### src/rtl/charbuf_writer.sv
// charbuf_writer: cursor-tracking write controller for the 32x32 character buffer A port
module charbuf_writer #(
   parameter int          COLS       = 30,
   parameter int          ROWS       = 17,
   parameter logic [7:0]  BLANK_CHAR = 8'h20
) (
   input  logic        i_clk,
   input  logic        i_rst,
   input  logic        i_valid,
   input  logic [7:0]  i_char,
   input  logic [7:0]  i_attr,
   output logic        o_ready,
   output logic [9:0]  o_ada,
   output logic [15:0] o_din,
   output logic        o_cea,
   output logic [4:0]  o_cur_x,
   output logic [4:0]  o_cur_y,
   output logic        o_busy
);
   localparam logic [7:0] C_BS = 8'h08;
   localparam logic [7:0] C_LF = 8'h0A;
   localparam logic [7:0] C_FF = 8'h0C;
   localparam logic [7:0] C_CR = 8'h0D;
   localparam logic [4:0] X_MAX = 5'(COLS - 1);
   localparam logic [4:0] Y_MAX = 5'(ROWS - 1);
   localparam logic [9:0] LAST_CELL = 10'h3FF;

   typedef enum logic {IDLE, CLEAR} state_t;

   state_t      state_q, state_d;
   logic [9:0]  cnt_q, cnt_d;
   logic [7:0]  attr_q, attr_d;
   logic [4:0]  cx_q, cx_d, cy_q, cy_d;
   logic        cea_q, cea_d;
   logic [9:0]  ada_q, ada_d;
   logic [15:0] din_q, din_d;
   logic        xfer;
   logic [4:0]  x_inc, y_inc;

   assign xfer  = i_valid & o_ready;
   assign x_inc = (cx_q == X_MAX) ? 5'd0 : cx_q + 5'd1;
   assign y_inc = (cy_q == Y_MAX) ? 5'd0 : cy_q + 5'd1;

   // state register; reset aborts any clear in progress
   always_ff @(posedge i_clk) begin
      if (i_rst) state_q <= IDLE;
      else       state_q <= state_d;
   end

   // enter CLEAR on a form feed, leave once the cell 1023 write is on the port
   always_comb begin
      state_d = state_q;
      if (state_q == IDLE) state_d = (xfer && i_char == C_FF) ? CLEAR : IDLE;
      else                 state_d = (cnt_q == LAST_CELL) ? IDLE : CLEAR;
   end

   // handshake and status outputs
   always_comb begin
      o_ready = (state_q == IDLE) & ~i_rst;
      o_busy  = (state_q == CLEAR);
   end

   // cursor, sweep counter and write-port next state
   always_comb begin
      cx_d   = cx_q;
      cy_d   = cy_q;
      cnt_d  = cnt_q;
      attr_d = attr_q;
      cea_d  = 1'b0;
      ada_d  = ada_q;
      din_d  = din_q;
      if (state_q == CLEAR) begin
         if (cnt_q != LAST_CELL) begin
            cea_d = 1'b1;
            cnt_d = cnt_q + 10'd1;
            ada_d = cnt_q + 10'd1;
            din_d = {attr_q, BLANK_CHAR};
         end
      end else if (xfer) begin
         case (i_char)
            C_CR: cx_d = 5'd0;
            C_LF: cy_d = y_inc;
            C_BS: begin
               if (cx_q != 5'd0) begin
                  cx_d  = cx_q - 5'd1;
                  cea_d = 1'b1;
               end else if (cy_q != 5'd0) begin
                  cx_d  = X_MAX;
                  cy_d  = cy_q - 5'd1;
                  cea_d = 1'b1;
               end
               ada_d = cea_d ? {cy_d, cx_d} : ada_q;
               din_d = cea_d ? {i_attr, BLANK_CHAR} : din_q;
            end
            C_FF: begin
               attr_d = i_attr;
               cx_d   = 5'd0;
               cy_d   = 5'd0;
               cnt_d  = 10'd0;
               cea_d  = 1'b1;
               ada_d  = 10'd0;
               din_d  = {i_attr, BLANK_CHAR};
            end
            default: begin
               cea_d = 1'b1;
               ada_d = {cy_q, cx_q};
               din_d = {i_attr, i_char};
               cx_d  = x_inc;
               cy_d  = (cx_q == X_MAX) ? y_inc : cy_q;
            end
         endcase
      end
   end

   // datapath registers
   always_ff @(posedge i_clk) begin
      if (i_rst) begin
         cx_q   <= 5'd0;
         cy_q   <= 5'd0;
         cnt_q  <= 10'd0;
         attr_q <= 8'd0;
         cea_q  <= 1'b0;
         ada_q  <= 10'd0;
         din_q  <= 16'd0;
      end else begin
         cx_q   <= cx_d;
         cy_q   <= cy_d;
         cnt_q  <= cnt_d;
         attr_q <= attr_d;
         cea_q  <= cea_d;
         ada_q  <= ada_d;
         din_q  <= din_d;
      end
   end

   assign o_cea   = cea_q;
   assign o_ada   = ada_q;
   assign o_din   = din_q;
   assign o_cur_x = cx_q;
   assign o_cur_y = cy_q;
endmodule

### config.mk
export PLATFORM = sky130hd
export DESIGN_NAME = charbuf_writer
export DESIGN_NICKNAME = d
export VERILOG_FILES = /design/src/rtl/charbuf_writer.sv
export SDC_FILE = /design/constraint.sdc
export NUM_CORES = 1
export LEC_CHECK = 0
export CAP_MARGIN = 20
export CORE_ASPECT_RATIO = 0.8
export CORE_MARGIN = 2
export CORE_UTILIZATION = 35
export CTS_CLUSTER_SIZE = 14
export DETAILED_ROUTE_END_ITERATION = 10
export HOLD_SLACK_MARGIN = 0.03
export PLACE_DENSITY = 0.66
export SYNTH_ARGS = -nofsm -noshare
export SYNTH_HDL_FRONTEND = slang
export SYNTH_SLANG_ARGS = --single-unit
### constraint.sdc
create_clock -name i_clk -period 2.6 [get_ports i_clk]
set_input_delay 0.52 -clock i_clk [delete_from_list [all_inputs] [get_ports i_clk]]
set_output_delay 0.52 -clock i_clk [all_outputs]
set_load 0.01 [all_outputs]
==> qor.txt <==
CTS tree -> yes
Initial Utilization -> 0.358
Post-CTS Setup Bufs -> 0
Final setup vio count -> 0
EDFF count, synth -> 0
Async set-reset flop share out of synthesis -> 0
Max frequency -> 424 MHz
Internal power -> 1.38 mW
Clock network power share -> 0.377
Power density over cell area -> 438 mW/mm^2
Worst-path fanout max -> 13
Syn nets -> 425
Vias in the first global route -> 3,155
Syn Inst Count -> 400
Clock Path Buffers -> 2
Worst Hold End -> o_din[4]$_SDFFE_PP0P_
Vias -> 3,444
Die H -> 89.9 um
Vias per cell -> 5.85
PortBufs -> 57
Layout cell share with drive strength beyond 1 -> 0.131
Ranking of synthesized cells by area -> dfxtp_1, a21oi_1, mux2i_1
Post-cts gate resize count -> 0
Status -> finished clean
Seq pwr share -> 0.477
All-Layer GR Usage -> 0.199
Tcrit/Tclk final -> 0.908
Clock transition at the registers of the reported paths -> 80 ps
Routed wl met2 -> 4410 um
Switching share of power -> 0.263
Switching power -> 0.495 mW
H-tree levels -> 2
Num CTS Buffers -> 5
Peak VDD IR -> 0.278 mV
Final Wtd Congestion -> 0.894
Area leader, netlist -> dfxtp_1
Detailed Routing Iterations Pass 1 -> 5
Hold WC Path Type -> reg2reg
Post-Syn Area -> 0.00322 mm^2
Max cap viols -> 0
Met3 Routed Length -> 768 um
Power, Total -> 1.88 mW
Leak -> 1.61 nW
DR top layer -> met4
Min Tclk post-route -> 2360 ps
R2R setup slack -> 240 ps
WP data required -> 2770 ps
Syn avg cell area -> 8.06 um^2
Most frequent cell after synthesis -> dfxtp_1
Sequential-to-total area share from yosys stat -> 0.348
Synth cell count leaders -> dfxtp_1, a21oi_1, nor2_1, nand3_1
Synth unique cells -> 61
Yosys reg bits -> 56
Synth warn -> 0
Final Max Slew Viols -> 0
Main flop type after synthesis -> dfxtp_1
DP HPWL -> 7350 um
Residual DRC count -> 0
Die Area -> 0.0100 mm^2
Clk sinks -> 56
Crit end category -> flop
Hold Path Depth -> 2
Synth top area share -> 0.348
Rows -> 31
Hold-fix buffers, CTS -> 0
Initial DRC Count -> 285
Power share of the combinational group -> 0.145
FF-to-FF Start -> o_busy$_SDFF_PP0_
Largest net degree at the start of global routing -> 42
Clock latency on the worst-skew pair -> 300 ps
Ports -> 58
Final nets -> 498
Startpoint Class -> flop
Initial antenna violation count -> 0
Final Hold Vio Count -> 0
DRT antenna net count -> 0
Core box area -> 0.00900 mm^2
Global route overflow -> 0
Kind of critical path -> reg2reg
Diodes inserted -> 0
DRT Wirelength -> 10,100 um
Routed len/inst -> 17.1 um
Normalized max-slew margin -> 0.626
P&R area growth vs syn -> 32.9%
RSZ-0062 raised after global routing -> false
Clock Skews -> 10.9 ps
Post-layout util -> 0.476
Worst r2r dst -> cnt_q[6]$_SDFFE_PP0P_
Min-delay src -> o_din[4]$_SDFFE_PP0P_
CTS Root Cell -> clkbuf_16
Measured slew at the worst slew-check pin -> 559 ps
Met1 WL -> 4750 um
Die extent in x -> 111 um
Worst R2R Path Depth -> 5
First-pass GRT wire length -> 16,400 um
Worst EP arrival -> 2530 ps
==> cells in the final DEF, fill, tap and decap left out, drive strengths merged, types with 3 or more instances in the layout <==
cell type	netlist	final
ha	6	6
clkdlybuf4s50	0	56
nor3	16	16
nand2b	5	5
inv	8	10
xnor2	3	3
o41ai	3	3
nand3b	3	3
o31ai	6	6
dfxtp	56	56
o21ai	26	26
o221ai	4	4
nor4b	3	3
or4b	3	3
a211oi	14	14
a211o	3	3
buf	11	40
nor2	32	32
mux2i	18	18
nand2	25	25
nor2b	3	3
and3	3	3
clkbuf	19	5
or3	3	3
nand4b	3	3
and2	4	4
nand3	28	28
and4	4	4
or4	4	4
a21oi	47	47
a31oi	4	4
==> stage by stage <==
| step | cells | instance area, um^2 | hold WS, ps | setup slack (ps) | setup TNS [ps] |
|---|---|---|---|---|---|
| floorplan | 400 | 3220 | 453 | 424 | 0 |
| global placement | 581 | 4130 | 454 | 39.3 | 0 |
| detailed placement | 581 | 4130 | 458 | -0.529 | -0.529 |
| CTS | 589 | 4280 | 469 | 207 | 0 |
| global route | 589 | 4280 | 489 | 106 | 0 |
| finish | 589 | 4280 | 468 | 240 | 0 |
==> area by class of cell <==
type | count | area [um^2]
fillers | 889 | 4710
multi-input cells | 305 | 1950
flip-flops and latches | 56 | 1120
repair buffers | 96 | 883
well taps | 115 | 144
clock buffers | 5 | 125
inverters | 9 | 33.8
clock inverters | 3 | 25.0
==> critical path: stages (launching register included) <==
cell	delay, ps
dfxtp_1	590
clkinv_1	550
a31o_2	480
and2_1	300
o21ai_0	220
a21oi_1	90
==> power groups by stage <==
stage                     clock [mW]  combinational, mW  sequential (mW)
final                          0.709              0.272            0.896
after global routing           0.757              0.294            0.900
after CTS                      0.722              0.271            0.896
after detailed placement           0              0.269            0.916
after global placement             0              0.266            0.916
after floorplan                    0              0.112            0.928
==> layer usage <==
| layer | global-route usage | vias up |
|---|---|---|
| met5 | 0 | - |
| met4 | 0.0514 | 0 |
| met3 | 0.0432 | 16 |
| met2 | 0.294 | 151 |
| met1 | 0.294 | 1635 |
| li1 | - | 1642 |
==> kinds of logic after synthesis <==
| logic type | Yosys count | synth area share |
|---|---|---|
| compound gates | 131 | 0.263 |
| xor+xnor | 4 | 0.0109 |
| simple gates | 146 | 0.250 |
| fa+ha+maj | 6 | 0.0233 |
| buf+inv | 39 | 0.0493 |
| mux | 18 | 0.0559 |
| flops | 56 | 0.348 |
==> worst max-delay path by stage <==
| stage | end | cells past startpoint | slack (ps) | startpoint |
|---|---|---|---|---|
| after floorplan | o_ada[8]$_SDFFE_PP0P_ | 8 | 420 | o_cur_x[0]$_SDFFE_PP0P_ |
| after detailed placement | o_cur_y[1]$_SDFFE_PP0P_ | 6 | -0.5 | i_char[5] |
| after global routing | cnt_q[4]$_SDFFE_PP0P_ | 5 | 110 | o_busy$_SDFF_PP0_ |
| final | cnt_q[6]$_SDFFE_PP0P_ | 5 | 240 | o_busy$_SDFF_PP0_ |
| after CTS | o_ada[1]$_SDFFE_PP0P_ | 4 | 210 | o_busy$_SDFF_PP0_ |
| after global placement | o_cur_y[2]$_SDFFE_PP0P_ | 8 | 40 | i_char[6] |
==> sequential cells by signal, indices dropped and copies added, names as in the netlist <==
register  cells
o_ada        10
attr_q        8
o_cur_y       5
o_cea         1
o_din        16
o_busy        1
cnt_q        10
o_cur_x       5
Power figures use the tool's default switching activity.
